$ cat config.mk
export PLATFORM = sky130hd
export DESIGN_NAME = melody_sequencer
export DESIGN_NICKNAME = d
export VERILOG_FILES = /design/src/rtl/melody_pkg.sv /design/src/rtl/melody_sequencer_rom.sv /design/src/rtl/melody_sequencer.sv
export SDC_FILE = /design/constraint.sdc
export NUM_CORES = 1
export LEC_CHECK = 0
export CAP_MARGIN = 0
export CORE_MARGIN = 1
export CORE_UTILIZATION = 54
export CTS_CLUSTER_SIZE = 14
export DETAILED_ROUTE_END_ITERATION = 8
export PLACE_DENSITY = 0.87
export RECOVER_POWER = 25
export SLEW_MARGIN = 10
export SYNTH_ARGS = -nofsm -noshare
export SYNTH_HDL_FRONTEND = slang
export SYNTH_SLANG_ARGS = --single-unit
export TNS_END_PERCENT = 10
$ cat constraint.sdc
create_clock -name clk -period 2.85 [get_ports clk]
set_clock_uncertainty 0.05 [all_clocks]
set_input_delay 0.285 -clock clk [delete_from_list [all_inputs] [get_ports clk]]
set_output_delay 0.285 -clock clk [all_outputs]
set_load 0.02 [all_outputs]
$ cat src/rtl/melody_pkg.sv
// Shared definitions for the melody sequencer: note codes, song entry
// layout, FSM state encoding and the note-to-button decoder.
package melody_pkg;

   localparam logic [3:0] NOTE_REST = 4'd0;
   localparam logic [3:0] NOTE_C4   = 4'd1;
   localparam logic [3:0] NOTE_D4   = 4'd2;
   localparam logic [3:0] NOTE_E4   = 4'd3;
   localparam logic [3:0] NOTE_F4   = 4'd4;
   localparam logic [3:0] NOTE_G4   = 4'd5;
   localparam logic [3:0] NOTE_A4   = 4'd6;
   localparam logic [3:0] NOTE_B4   = 4'd7;
   localparam logic [3:0] NOTE_C5   = 4'd8;
   localparam logic [3:0] NOTE_END  = 4'd15;

   typedef struct packed {
      logic [3:0] note;
      logic [1:0] dur;
   } entry_t;

   typedef enum logic [2:0] {
      ST_IDLE,
      ST_LOAD,
      ST_PLAY,
      ST_GAP,
      ST_DONE
   } state_t;

   // Codes 9..14 fall through to silence, same as an explicit rest.
   function automatic logic [7:0] note2onehot(input logic [3:0] note);
      logic [7:0] oh;
      oh = 8'h00;
      case (note)
         NOTE_C4: oh = 8'h01;
         NOTE_D4: oh = 8'h02;
         NOTE_E4: oh = 8'h04;
         NOTE_F4: oh = 8'h08;
         NOTE_G4: oh = 8'h10;
         NOTE_A4: oh = 8'h20;
         NOTE_B4: oh = 8'h40;
         NOTE_C5: oh = 8'h80;
         default: oh = 8'h00;
      endcase
      return oh;
   endfunction

endpackage

$ cat src/rtl/melody_sequencer_rom.sv
// Fixed song table; the only place the tune itself is defined.
// Unused slots hold END so a short song stops cleanly.
module melody_rom
   import melody_pkg::*;
(
   input  logic [3:0] addr,
   output entry_t     entry
);

   always_comb begin
      entry = '{note: NOTE_END, dur: 2'd0};
      case (addr)
         4'd0:    entry = '{note: NOTE_C4,   dur: 2'd0};
         4'd1:    entry = '{note: NOTE_REST, dur: 2'd0};
         4'd2:    entry = '{note: NOTE_G4,   dur: 2'd1};
         4'd3:    entry = '{note: NOTE_C5,   dur: 2'd3};
         default: entry = '{note: NOTE_END,  dur: 2'd0};
      endcase
   end

endmodule

$ cat src/rtl/melody_sequencer.sv
// Autonomous tune player driving the piezo note-select lines:
// steps through the song table with a silent gap after every note.
module melody_sequencer
   import melody_pkg::*;
#(
   parameter int TICKS_PER_BEAT = 12_500_000,
   parameter int GAP_CYCLES     = 1_250_000,
   parameter int SONG_LEN       = 16
) (
   input  logic       clk,
   input  logic       rst,
   input  logic       start,
   input  logic       stop,
   input  logic       loop_en,
   output logic [7:0] btn_out,
   output logic       busy,
   output logic       done,
   output logic [3:0] note_idx
);

   localparam int CW = $clog2(4 * TICKS_PER_BEAT);
   localparam int IW = 5;

   state_t         state_q, state_d;
   logic [IW-1:0]  idx_q, idx_d;
   logic [CW-1:0]  cnt_q, cnt_d;
   logic [7:0]     btn_q, btn_d;
   logic           busy_q, busy_d;
   logic           done_q, done_d;

   entry_t         rom_entry;
   logic           at_end;
   logic [CW-1:0]  play_cnt;

   melody_rom u_rom (
      .addr  (idx_q[3:0]),
      .entry (rom_entry)
   );

   // Index SONG_LEN is one past the table, hence the extra index bit.
   assign at_end = (rom_entry.note == NOTE_END) ||
                   (idx_q == IW'(SONG_LEN));

   assign play_cnt = CW'((int'(rom_entry.dur) + 1) * TICKS_PER_BEAT
                         - GAP_CYCLES - 1);

   always_comb begin
      state_d = state_q;
      idx_d   = idx_q;
      cnt_d   = cnt_q;
      btn_d   = btn_q;
      busy_d  = busy_q;
      done_d  = 1'b0;
      if (stop) begin
         state_d = ST_IDLE;
         idx_d   = '0;
         cnt_d   = '0;
         btn_d   = 8'h00;
         busy_d  = 1'b0;
      end else begin
         case (state_q)
            ST_IDLE: begin
               if (start) begin
                  state_d = ST_LOAD;
                  idx_d   = '0;
                  busy_d  = 1'b1;
               end
            end
            ST_LOAD: begin
               // An END at entry 0 finishes even when looping.
               if (at_end) begin
                  if (loop_en && idx_q != '0) begin
                     idx_d = '0;
                  end else begin
                     state_d = ST_DONE;
                     busy_d  = 1'b0;
                     done_d  = 1'b1;
                  end
               end else begin
                  btn_d   = note2onehot(rom_entry.note);
                  cnt_d   = play_cnt;
                  state_d = ST_PLAY;
               end
            end
            ST_PLAY: begin
               if (cnt_q == '0) begin
                  btn_d   = 8'h00;
                  cnt_d   = CW'(GAP_CYCLES - 1);
                  state_d = ST_GAP;
               end else begin
                  cnt_d = cnt_q - CW'(1);
               end
            end
            ST_GAP: begin
               if (cnt_q == '0) begin
                  idx_d   = idx_q + IW'(1);
                  state_d = ST_LOAD;
               end else begin
                  cnt_d = cnt_q - CW'(1);
               end
            end
            ST_DONE: begin
               state_d = ST_IDLE;
            end
            default: begin
               state_d = ST_IDLE;
            end
         endcase
      end
   end

   always_ff @(posedge clk or posedge rst) begin
      if (rst) begin
         state_q <= ST_IDLE;
         idx_q   <= '0;
         cnt_q   <= '0;
         btn_q   <= 8'h00;
         busy_q  <= 1'b0;
         done_q  <= 1'b0;
      end else begin
         state_q <= state_d;
         idx_q   <= idx_d;
         cnt_q   <= cnt_d;
         btn_q   <= btn_d;
         busy_q  <= busy_d;
         done_q  <= done_d;
      end
   end

   assign btn_out  = btn_q;
   assign busy     = busy_q;
   assign done     = done_q;
   assign note_idx = idx_q[3:0];

endmodule

==> metrics <==
status complete, no violations; CP endpoint kind register; arrival time at the worst endpoint 2.85 ns; # setup viols final 0; sequential share of power roughly 48%; layout cells sized above 1 between 10% and 20%; Setup CP Type register to register; power per cell area ~470 nW/µm²; Net Sw Frac roughly 35%; crit path from cnt_q[17]; clk root buf clkbuf_8; H-Tree Depth 2; count leader, synth dfrtp_1; adder-cell share of the synthesized area approximately 2.6%; synth warn 0; Syn Area/Cell between 8 and 9 µm²; initial DRC count about 350; RSZ-0062 raised after global routing no; DRT antenna net count 0; clock share of power 25.2%; asr flop ratio synth between 90% and 100%; Final HPWL DP 5450 µm; Initial Util a little under three fifths; Net Count, Synth approximately 350; Total Neg Setup Slack 0 ns; Cell Area, Synth ~2900 µm²; worst endpoint required time 2.99 ns; main combinational cell family by area after synthesis simple AND/OR/NAND/NOR gates; Worst setup SP type register; Final Max Tran Viols 0; # fillers between 400 and 500; insertion delay of the later-clocked pin in the worst-skew pair 0.31 ns; Top FF cell, synth dfrtp_1; Hold Startpoint btn_out[1]; post-synthesis simple-gate area fraction about 29%; Hold Path Class register to register; Tcrit/Tclk final a little over nine tenths; GP Congestion between 0.9 and 1; total gr overflow 0; Reg2Reg Launch Point cnt_q[17]; Post-Place Cells around 420; Max Cap Violations 0; Routed WL per cell approximately 18 µm; multiplexer share of the synthesized area 0.349%; Yosys cell types between 50 and 60; synth top area cells dfrtp_1 38%, a21oi_1 4.7%, nand3_1 3.7%, nor4_1 3.5%, nor2_1 3.4%; drt total wl around 8000 µm; Yosys top cell area share about two fifths; Die W about 75 µm; Die Ht 74.8 µm; Slew HR a little over a quarter; worst-path fanout max 10; Pleak between 1 and 1.5 nW; Non-Filler Instances 431; Power Total roughly 0.0015 W; largest area contributor in the netlist dfrtp_1; vias in the first global route 2636; Clock Tree Buf Depth 2; Gate power share 26.8%; CTS tree built; crit path time final ~2.7 ns; via density per instance roughly 6.7; xor/xnor cell area share of the yosys netlist less than 1%; die area roughly 5600 µm²; CTS Buf Count 5; GRT Total Usage 30.3%; clock sinks 44; post-synthesis sequential area ratio around two fifths; Peak Freq around 370 MHz; CTS clock-pin slew for the worst setup and hold paths 0.09 ns; Synth Area in Compound Gates between 20% and 30%; final hold vios 0; pin count of the biggest net entering global routing 45; Post-route DRC 0; Worst Tran Pin Value about 1.1 ns; Mapped Cells 340; area grow syn2layout 15.0%; port bufs 18; initial antenna violation count 0; global-route wire length before repair about 13000 µm; Pre-antenna DRT Iters 5; via count ~2900; most common library cells after synthesis 44 x dfrtp_1, 27 x a21oi_1, 26 x nor2_1; Antenna diodes 0; nets roughly 370; core area a little over 5000 µm²; Cell Rows 26; P_sw about 0.00053 W; peak supply drop ~0.00024 V; EDFF count, synth 0; # IOs 19; Pint 0.00101 W; Yosys reg bits 44
## area by class of cell
type                    instances  area [µm²]  share of cell area [%]
flip-flops and latches         44        1100                    33.4
clock inverters                 2        12.5                   0.380
well taps                      70        87.6                    2.66
inverters                      13        48.8                    1.48
repair buffers                 40         355                    10.8
clock buffers                   5        68.8                    2.09
multi-input cells             257        1620                    49.2
## flip-flops by register name (all words and copies together), names as in the netlist
signal   cells
state_q      3
cnt_q       26
btn_out      8
busy         1
idx_q        5
done         1
## power groups by stage
stage | Sequential (W) | Combinational, W | Clock (W)
after CTS | 0.000736 | 0.000396 | 0.000391
after floorplan | 0.000741 | 0.000267 | 0
after global placement | 0.000744 | 0.000382 | 0
after global routing | 0.000747 | 0.000450 | 0.000417
after detailed placement | 0.000748 | 0.000392 | 0
final | 0.000739 | 0.000413 | 0.000387
## kinds of logic after synthesis
group,after synthesis
AO/OA/AOI/OAI,100
other,2
buffers and inverters,39
XOR/XNOR,1
AND/OR/NAND/NOR,147
flip-flops,44
multiplexers,1
adder cells (fa/ha/maj),6
## layer usage
metal / global-route usage, % / part of all wire [%] / vias up
met5: 0 / 0 / -
met3: 6.02 / 8.0 / 21
met1: 40.3 / 41 / 1391
met4: 11.9 / 2.3 / 0
met2: 48.7 / 49 / 158
li1: - / - / 1321
## critical path, cell delays in order (launching register included)
cell and delay, ns:
dfrtp_1 0.43, or4_1 0.60, or4_4 0.43, or4_1 0.74
o311ai_0 0.21, a21oi_1 0.12
## cell usage in the layout, fill, tap and decap left out, drive strengths merged, types with 9 or more instances in the layout
cell	n
dfrtp	44
nor3	14
a31oi	10
buf	21
a21oi	27
nor4	17
o21ai	19
clkdlybuf4s50	17
inv	12
nand3	21
nor2	26
nand2	16
and2	9
## worst paths after layout
path	slack (ns)	cells after the start	endpoint
worst max-delay path	0.14	5	cnt_q[25]
worst min-delay path	0.44	1	btn_out[1]
worst max register to register	0.14	5	cnt_q[25]
worst min register to register	0.44	1	btn_out[1]
max in group asynchronous	1.35	3	cnt_q[22]
min in group asynchronous	0.70	3	state_q[0]
## timing repair
action                                  CTS  global route
hold buffers                              0             0
buffers inserted                          0             0
gates resized for setup                   0             4
endpoints found under the setup margin    0             6
## through the flow
step | utilization [%] | cell area, µm² | setup WS (ns) | hold slack [ns]
6_report | 64.5 | 3300 | 0.140 | 0.439
5_1_grt | 64.5 | 3300 | 0.0537 | 0.460
4_1_cts | 64.1 | 3270 | 0.129 | 0.382
3_5_place_dp | 62.5 | 3190 | 0.137 | 0.420
3_3_place_gp | 62.5 | 3190 | 0.231 | 0.420
2_1_floorplan | - | 2870 | 0.195 | 0.306
Note: power is estimated with default switching activity, not from simulation.
